[src/rtl/sobel_pkg.sv]
// Shared definitions for the Sobel filter datapath: image geometry, pixel
// layout and the pixel feeder state encoding. The filter, the feeder and the
// result collector all import this so they agree on frame size.
package sobel_pkg;

  localparam int SOBEL_IMG_W  = 256;
  localparam int SOBEL_IMG_H  = 256;
  localparam int SOBEL_ADDR_W = 16;
  localparam int SOBEL_DATA_W = 24;

  typedef struct packed {
    logic [7:0] r;
    logic [7:0] g;
    logic [7:0] b;
  } rgb_t;

  typedef enum logic [1:0] {
    IDLE,
    RUN,
    DRAIN,
    DONE
  } feeder_state_t;

  // Number of pixels in one frame, used to find the last linear address.
  function automatic int frame_pixels(input int w, input int h);
    return w * h;
  endfunction

endpackage

[src/rtl/sobel_pixel_feeder_if.sv]
// Bus bundle between the pixel feeder, its frame memory and the Sobel filter
// input channel.
//   mem_rd_en / mem_addr : read strobe and linear address to the memory
//   mem_rd_data          : memory data, valid the cycle after mem_rd_en
//   rgb_vld / rgb_data   : pixel offered to the filter
//   rgb_busy             : filter cannot accept this cycle
// modport master is the feeder side, modport slave is the memory/filter side.
interface sobel_pixel_feeder_if
  import sobel_pkg::*;
#(
  parameter int ADDR_W = SOBEL_ADDR_W,
  parameter int DATA_W = SOBEL_DATA_W
) ();

  logic              mem_rd_en;
  logic [ADDR_W-1:0] mem_addr;
  logic [DATA_W-1:0] mem_rd_data;
  logic              rgb_vld;
  logic [DATA_W-1:0] rgb_data;
  logic              rgb_busy;

  modport master (
    output mem_rd_en,
    output mem_addr,
    input  mem_rd_data,
    output rgb_vld,
    output rgb_data,
    input  rgb_busy
  );

  modport slave (
    input  mem_rd_en,
    input  mem_addr,
    output mem_rd_data,
    input  rgb_vld,
    input  rgb_data,
    output rgb_busy
  );

endinterface

[src/rtl/sobel_pixel_feeder_skid_fifo.sv]
// p2p_skid_fifo2: two-entry register FIFO that soaks up the one-cycle memory
// read latency in front of the filter handshake.
//   clk, rst_n : clock, asynchronous active-low reset
//   push       : write push_data this edge (caller guarantees count < 2)
//   pop        : drop the head entry this edge (caller guarantees count > 0)
//   count      : number of stored entries, 0..2
//   head       : oldest entry, straight from a register
module p2p_skid_fifo2
  import sobel_pkg::*;
#(
  parameter int DATA_W = SOBEL_DATA_W
) (
  input  logic              clk,
  input  logic              rst_n,
  input  logic              push,
  input  logic [DATA_W-1:0] push_data,
  input  logic              pop,
  output logic [1:0]        count,
  output logic [DATA_W-1:0] head,
  output logic [DATA_W-1:0] tail_unused_guard
);

  logic [DATA_W-1:0] head_q;
  logic [DATA_W-1:0] tail_q;
  logic [1:0]        count_q;

  // The head entry always lives in head_q so the output is a flop. A pop
  // shifts the tail forward; a push lands in the first free slot, which is
  // the head slot when the FIFO is empty or is being emptied by the same pop.
  always_ff @(posedge clk or negedge rst_n) begin
    if (!rst_n) begin
      head_q  <= '0;
      tail_q  <= '0;
      count_q <= 2'd0;
    end else begin
      case ({push, pop})
        2'b10: begin
          if (count_q == 2'd0) begin
            head_q  <= push_data;
            count_q <= 2'd1;
          end else if (count_q == 2'd1) begin
            tail_q  <= push_data;
            count_q <= 2'd2;
          end
        end
        2'b01: begin
          if (count_q != 2'd0) begin
            head_q  <= tail_q;
            count_q <= count_q - 2'd1;
          end
        end
        2'b11: begin
          if (count_q == 2'd2) begin
            head_q <= tail_q;
            tail_q <= push_data;
          end else begin
            head_q  <= push_data;
            count_q <= 2'd1;
          end
        end
        default: begin
        end
      endcase
    end
  end

  assign count             = count_q;
  assign head              = head_q;
  assign tail_unused_guard = tail_q;

endmodule

[src/rtl/sobel_pixel_feeder.sv]
// sobel_pixel_feeder: on a start request, reads one IMG_W x IMG_H RGB frame in
// raster order from a synchronous-read memory and streams it to the Sobel
// filter over the vld/busy handshake at up to one pixel per clock.
//   i_clk    : clock, rising edge
//   i_rst    : asynchronous active-low reset
//   i_start  : frame start request, only taken while idle
//   bus      : memory read port and filter pixel channel (master side)
//   o_active : high from leaving IDLE until the DONE cycle inclusive
//   o_done   : one-cycle pulse once the last pixel has been accepted
module sobel_pixel_feeder
  import sobel_pkg::*;
#(
  parameter int IMG_W  = SOBEL_IMG_W,
  parameter int IMG_H  = SOBEL_IMG_H,
  parameter int ADDR_W = SOBEL_ADDR_W,
  parameter int DATA_W = SOBEL_DATA_W
) (
  input  logic                 i_clk,
  input  logic                 i_rst,
  input  logic                 i_start,
  sobel_pixel_feeder_if.master bus,
  output logic                 o_active,
  output logic                 o_done
);

  localparam int                NPIX      = frame_pixels(IMG_W, IMG_H);
  localparam logic [ADDR_W-1:0] LAST_ADDR = ADDR_W'(NPIX - 1);

  feeder_state_t     state_q;
  feeder_state_t     state_d;
  logic [ADDR_W-1:0] addr_q;
  logic              inflight_q;
  logic [1:0]        fifo_count;
  logic [DATA_W-1:0] fifo_head;
  logic [DATA_W-1:0] fifo_tail;
  logic              pop;
  logic              rd_en;
  logic [2:0]        occupancy;

  // Slots already claimed once this edge's transfer is accounted for: entries
  // held, plus the read still in flight, minus the one leaving now. Issuing
  // only below two keeps the FIFO from ever being pushed while full.
  assign pop       = (fifo_count != 2'd0) & ~bus.rgb_busy;
  assign occupancy = {1'b0, fifo_count} + {2'b00, inflight_q} - {2'b00, pop};

  // Next-state and output decode. DRAIN waits for both the FIFO and the
  // outstanding read to empty so the done pulse follows the final transfer.
  always_comb begin
    state_d  = state_q;
    rd_en    = 1'b0;
    o_active = 1'b0;
    o_done   = 1'b0;
    if (state_q == RUN && occupancy < 3'd2) begin
      rd_en = 1'b1;
    end
    unique case (state_q)
      IDLE: begin
        if (i_start) begin
          state_d = RUN;
        end
      end
      RUN: begin
        o_active = 1'b1;
        if (rd_en && addr_q == LAST_ADDR) begin
          state_d = DRAIN;
        end
      end
      DRAIN: begin
        o_active = 1'b1;
        if (fifo_count == 2'd0 && !inflight_q) begin
          state_d = DONE;
        end
      end
      DONE: begin
        o_active = 1'b1;
        o_done   = 1'b1;
        state_d  = IDLE;
      end
      default: begin
        state_d = IDLE;
      end
    endcase
  end

  // State register, address counter and read-in-flight flag. The address is
  // cleared when a frame is accepted and advances with every issued read.
  always_ff @(posedge i_clk or negedge i_rst) begin
    if (!i_rst) begin
      state_q    <= IDLE;
      addr_q     <= '0;
      inflight_q <= 1'b0;
    end else begin
      state_q    <= state_d;
      inflight_q <= rd_en;
      if (state_q == IDLE && i_start) begin
        addr_q <= '0;
      end else if (rd_en) begin
        addr_q <= addr_q + ADDR_W'(1);
      end
    end
  end

  p2p_skid_fifo2 #(
    .DATA_W (DATA_W)
  ) u_fifo (
    .clk               (i_clk),
    .rst_n             (i_rst),
    .push              (inflight_q),
    .push_data         (bus.mem_rd_data),
    .pop               (pop),
    .count             (fifo_count),
    .head              (fifo_head),
    .tail_unused_guard (fifo_tail)
  );

  assign bus.mem_rd_en = rd_en;
  assign bus.mem_addr  = addr_q;
  assign bus.rgb_vld   = (fifo_count != 2'd0);
  assign bus.rgb_data  = fifo_head;

  logic unused_tail;
  assign unused_tail = ^fifo_tail;

endmodule

[src/flat_wrapper.sv]
// flat-port wrapper written by rule: the top's interface ports become plain ports
module sobel_pixel_feeder_flat import sobel_pkg::*;
#(
  parameter int IMG_W  = SOBEL_IMG_W,
  parameter int IMG_H  = SOBEL_IMG_H,
  parameter int ADDR_W = SOBEL_ADDR_W,
  parameter int DATA_W = SOBEL_DATA_W
)
  (i_clk, i_rst, i_start, o_active, o_done, bus_mem_rd_en, bus_mem_addr, bus_mem_rd_data, bus_rgb_vld, bus_rgb_data, bus_rgb_busy);
  sobel_pixel_feeder_if #(.ADDR_W(ADDR_W), .DATA_W(DATA_W)) bus_i ();
  input  logic i_clk;
  input  logic i_rst;
  input  logic i_start;
  output logic o_active;
  output logic o_done;
  output wire logic [$bits(bus_i.mem_rd_en)-1:0] bus_mem_rd_en;
  output wire logic [$bits(bus_i.mem_addr)-1:0] bus_mem_addr;
  input wire logic [$bits(bus_i.mem_rd_data)-1:0] bus_mem_rd_data;
  output wire logic [$bits(bus_i.rgb_vld)-1:0] bus_rgb_vld;
  output wire logic [$bits(bus_i.rgb_data)-1:0] bus_rgb_data;
  input wire logic [$bits(bus_i.rgb_busy)-1:0] bus_rgb_busy;
  assign bus_mem_rd_en = bus_i.mem_rd_en;
  assign bus_mem_addr = bus_i.mem_addr;
  assign bus_i.mem_rd_data = bus_mem_rd_data;
  assign bus_rgb_vld = bus_i.rgb_vld;
  assign bus_rgb_data = bus_i.rgb_data;
  assign bus_i.rgb_busy = bus_rgb_busy;
  sobel_pixel_feeder #(.IMG_W(IMG_W), .IMG_H(IMG_H), .ADDR_W(ADDR_W), .DATA_W(DATA_W)) u_core (.i_clk(i_clk), .i_rst(i_rst), .i_start(i_start), .bus(bus_i), .o_active(o_active), .o_done(o_done));
endmodule
[config.mk]
export PLATFORM = sky130hd
export DESIGN_NAME = sobel_pixel_feeder_flat
export DESIGN_NICKNAME = d
export VERILOG_FILES = /design/src/rtl/sobel_pkg.sv /design/src/rtl/sobel_pixel_feeder_if.sv /design/src/rtl/sobel_pixel_feeder_skid_fifo.sv /design/src/rtl/sobel_pixel_feeder.sv /design/src/flat_wrapper.sv
export SDC_FILE = /design/constraint.sdc
export NUM_CORES = 1
export LEC_CHECK = 0
export CORE_UTILIZATION = 54
export DETAILED_ROUTE_END_ITERATION = 7
export PLACE_DENSITY = 0.89
export SLEW_MARGIN = 20
export SYNTH_ARGS = -nofsm -noshare
export SYNTH_HDL_FRONTEND = slang
export SYNTH_SLANG_ARGS = --single-unit
[constraint.sdc]
create_clock -name i_clk -period 5.4 [get_ports i_clk]
set_input_delay 0.54 -clock i_clk [delete_from_list [all_inputs] [get_ports i_clk]]
set_output_delay 0.54 -clock i_clk [all_outputs]
set_load 0.02 [all_outputs]
==> metrics.md <==
| Metric | Value |
|---|---|
| Cell Rows | `28` |
| Wire length of the first global-routing pass | `11.81 mm` |
| Slew of the pin with the lowest slew margin | `1.021 ns` |
| Worst EP arrival | `3.61 ns` |
| Post-DP HPWL | `around 4.7 mm` |
| Post-synthesis xor/xnor area fraction | `roughly 2.7%` |
| Avg WL per Cell | `15.35 um` |
| Clock sinks | `slightly below 70` |
| Post-synthesis mux area share | `8.785%` |
| Synth top cells by count | `dfrtp_1, nand2_1, o21ai_0` |
| Die width | `approximately 80 um` |
| Static leakage | `roughly 1.9 nW` |
| Combinational family with the most area after synthesis | `compound AO/OA/AOI/OAI gates` |
| Crit path kind | `reg -> out` |
| Synth Area in Compound Gates | `between 10 and 15%` |
| Crit path max fanout | `12` |
| Syn Area/Cell | `10.66 um2` |
| Switch share | `36.46%` |
| Synth Area in Adders | `5.528%` |
| Final-stage net count | `between 400 and 500` |
| Most frequent cell after synthesis | `dfrtp_1` |
| Diodes inserted | `0` |
| Die height | `~80 um` |
| Setup ws final | `around 1.2 ns` |
| Area fraction of the dominant cell type after synthesis | `52.25%` |
| Sequential area share after synthesis | `between 50% and 60%` |
| Setup-failing EPs final | `0` |
| I/O Buffers | `between 70 and 80` |
| Setup bufs post-CTS | `0` |
| Clock root buffer | `clkbuf_8` |
| Worst-path cell chain | `inv_1 > ha_1 > nor2_1 > ha_1 > nand2b_1 > fa_1 > xor2_1 > nor2_1 > clkdlybuf4s50_1` |
| Area Overhead vs Synth | `30.90%` |
| Simple-gate share of the synthesized area | `~14%` |
| PD cells | `531.4 nW/um2` |
| Achievable frequency | `roughly 240 MHz` |
| Synth Flop Type | `dfrtp_1` |
| Pre-antenna DRT Iters | `4` |
| Seq. cell area | `approximately 1700 um2` |
| Synth unique cells | `38` |
| Final core utilization | `roughly three quarters` |
| Post-Syn Area | `3304 um2` |
| Synthesized instance count | `310` |
| Fill cells | `~400` |
| Post-DRT Antenna Nets | `0` |
| Logic pwr share | `41.1%` |
| IO Count | `slightly above 70` |
| Final period util | `between 70% and 80%` |
| CP max-delay cell | `clkdlybuf4s50_1` |
| Clock buffer depth | `2` |
| Critical path's largest stage delay | `0.59 ns` |
| Starting density of the core | `between 50% and 60%` |
| Final hold violation count | `0` |
| Post-route DRC | `0` |
| CTS buffer count | `9` |
| Largest net degree at the start of global routing | `70` |
| Flop2flop setup slack | `1.90 ns` |
| Worst hold slack | `around 0.37 ns` |
| Synth async-reset ratio | `between 90% and 100%` |
| Net count after synthesis | `approximately 350` |
| Peak VDD IR | `0.3528 mV` |
| Relative slew slack | `31.68%` |
| Psw | `between 800 and 900 uW` |
| TritonCTS clock tree | `yes` |
| Gpl congestion | `0.8695` |
| Die area | `roughly 6400 um2` |
| Multi-input logic area | `around 1500 um2` |
| Internal power | `roughly 1.5 mW` |
| Clock latency on the worst-skew pair | `roughly 0.35 ns` |
| CP endpoint kind | `output port` |
| Vias in the first global route | `about 2700` |
| Delay-heaviest family, CP | `adder cells` |
| Area leader, netlist | `dfrtp_1` |
| Synth area leaders | `dfrtp_1, mux2_2, a22oi_1` |
| Share of cells above drive strength 1 | `about 13%` |
| Vias/cell | `about 5.8` |
| Post-synthesis register bit count | `a little under 70` |
| Setup_tns | `0 ns` |
| Max-slew violations | `0` |
| Clock skew after layout | `between 0.01 and 0.015 ns` |
| Startpoint types | `register` |
| Area of the core | `between 5000 and 6000 um2` |
| Via count | `2644` |
| Final Power | `2.299 mW` |
| Outcome | `finished, final reports clean` |
| DP Worst Slack | `approximately 1.5 ns` |
| Crit path required time | `just under 5 ns` |
| DR iter-0 viols | `approximately 180` |
| Total track usage | `roughly a quarter` |
| Buf/Inv on CP | `2` |
| Max Cap Violations | `0` |
| WL final | `about 7.0 mm` |
| Yosys warning count | `0` |
| Clock-pin slew on the worst setup and hold paths | `around 0.070 ns` |
| Post-CTS Resized | `0` |
| RSZ-0062 raised after global routing | `false` |
| Hold-fix buffers, CTS | `0` |
| Post-layout min period | `just over 4 ns` |
| Total overflow reported by the global router | `0` |
| Clock power share | `between 20% and 30%` |
| H-tree level count | `3` |
| Antenna violations before repair | `0` |
| Sequential share of power | `36.5%` |
| Post-synth EDFFs | `0` |
| Worst Hold Class | `in -> async` |
==> path summary, 6_finish.rpt <==
path                                                     from                                  to  depth (start not counted)
min in group i_clk          u_core.u_fifo.head[6]$_DFFE_PN0P_   u_core.u_fifo.head[6]$_DFFE_PN0P_                          2
max in group asynchronous                               i_rst       u_core.state_q[1]$_DFFE_PN0P_                          2
max reg2reg                u_core.u_fifo.count[1]$_DFFE_PN0P_       u_core.state_q[0]$_DFFE_PN0P_                         10
max                        u_core.u_fifo.count[1]$_DFFE_PN0P_                       bus_mem_rd_en                          9
min reg2reg                 u_core.u_fifo.head[6]$_DFFE_PN0P_   u_core.u_fifo.head[6]$_DFFE_PN0P_                          2
min                                                     i_rst  u_core.bus.mem_addr[2]$_DFFE_PN0P_                          2
==> registers in the layout, indices dropped and copies added, names as in the netlist <==
name	count
u_core.state_q	2
u_core.u_fifo.tail_unused_guard	24
u_core.bus.mem_addr	16
u_core.u_fifo.count	2
u_core.u_fifo.head	24
u_core.inflight_q	1
==> per-layer routing <==
layer | up-vias | global-route usage (%) | part of all wire, %
li1 | 1243 | - | -
met1 | 1300 | 27.79 | 43
met2 | 83 | 41.20 | 49
met3 | 18 | 5.795 | 5.6
met4 | 0 | 13.57 | 2.5
met5 | - | 0 | 0
==> placed cells by master, fill, tap and decap left out, drive strengths merged, types with 2 or more instances in the layout <==
master / instances
nand4: 3
nor3: 8
nor2: 15
o21ai: 26
mux2: 24
or4: 7
bufinv: 3
mux2i: 2
dfrtp: 69
clkbuf: 11
xnor2: 8
nor4: 4
o211ai: 5
a22oi: 24
nor2b: 2
ha: 13
buf: 4
xor2: 2
nand3: 6
a211oi: 2
nand2b: 2
clkdlybuf4s50: 70
inv: 11
clkinv: 2
nand2: 39
a21oi: 8
==> cell families after synthesis <==
family | count (synthesis)
flops | 69
mux | 26
fa+ha+maj | 14
buf+inv | 28
xor+xnor | 10
simple gates | 91
compound gates | 72
==> stage by stage <==
step | instances | area (um2)
finish | 458 | 4325
global route | 458 | 4325
CTS | 458 | 4325
detailed placement | 442 | 4076
global placement | 442 | 4076
floorplan | 310 | 3304
==> cell type report <==
class / count / area share, %
flip-flops and latches: 69 / 39.92
well taps: 75 / 2.170
inverters: 11 / 0.9546
repair buffers: 74 / 16.84
clock inverters: 5 / 2.488
clock buffers: 11 / 3.269
multi-input cells: 213 / 34.37
==> worst register-to-register path, stage by stage (launching register included) <==
cell,delay [ns]
dfrtp_1,0.44
inv_1,0.12
ha_1,0.35
nor2_1,0.14
ha_1,0.29
nand2b_1,0.16
fa_1,0.38
xor2_1,0.26
nor4_1,0.84
a311oi_1,0.20
nor3_1,0.23
==> power by group through the flow <==
stage | logic [mW] | registers (mW) | clock network [mW]
floorplan | 0.502 | 0.923 | 0
global placement | 0.900 | 0.832 | 0
detailed placement | 0.940 | 0.842 | 0
CTS | 0.947 | 0.836 | 0.526
global route | 1.03 | 0.860 | 0.545
finish | 0.944 | 0.840 | 0.515
Note: power is estimated with default switching activity, not from simulation.
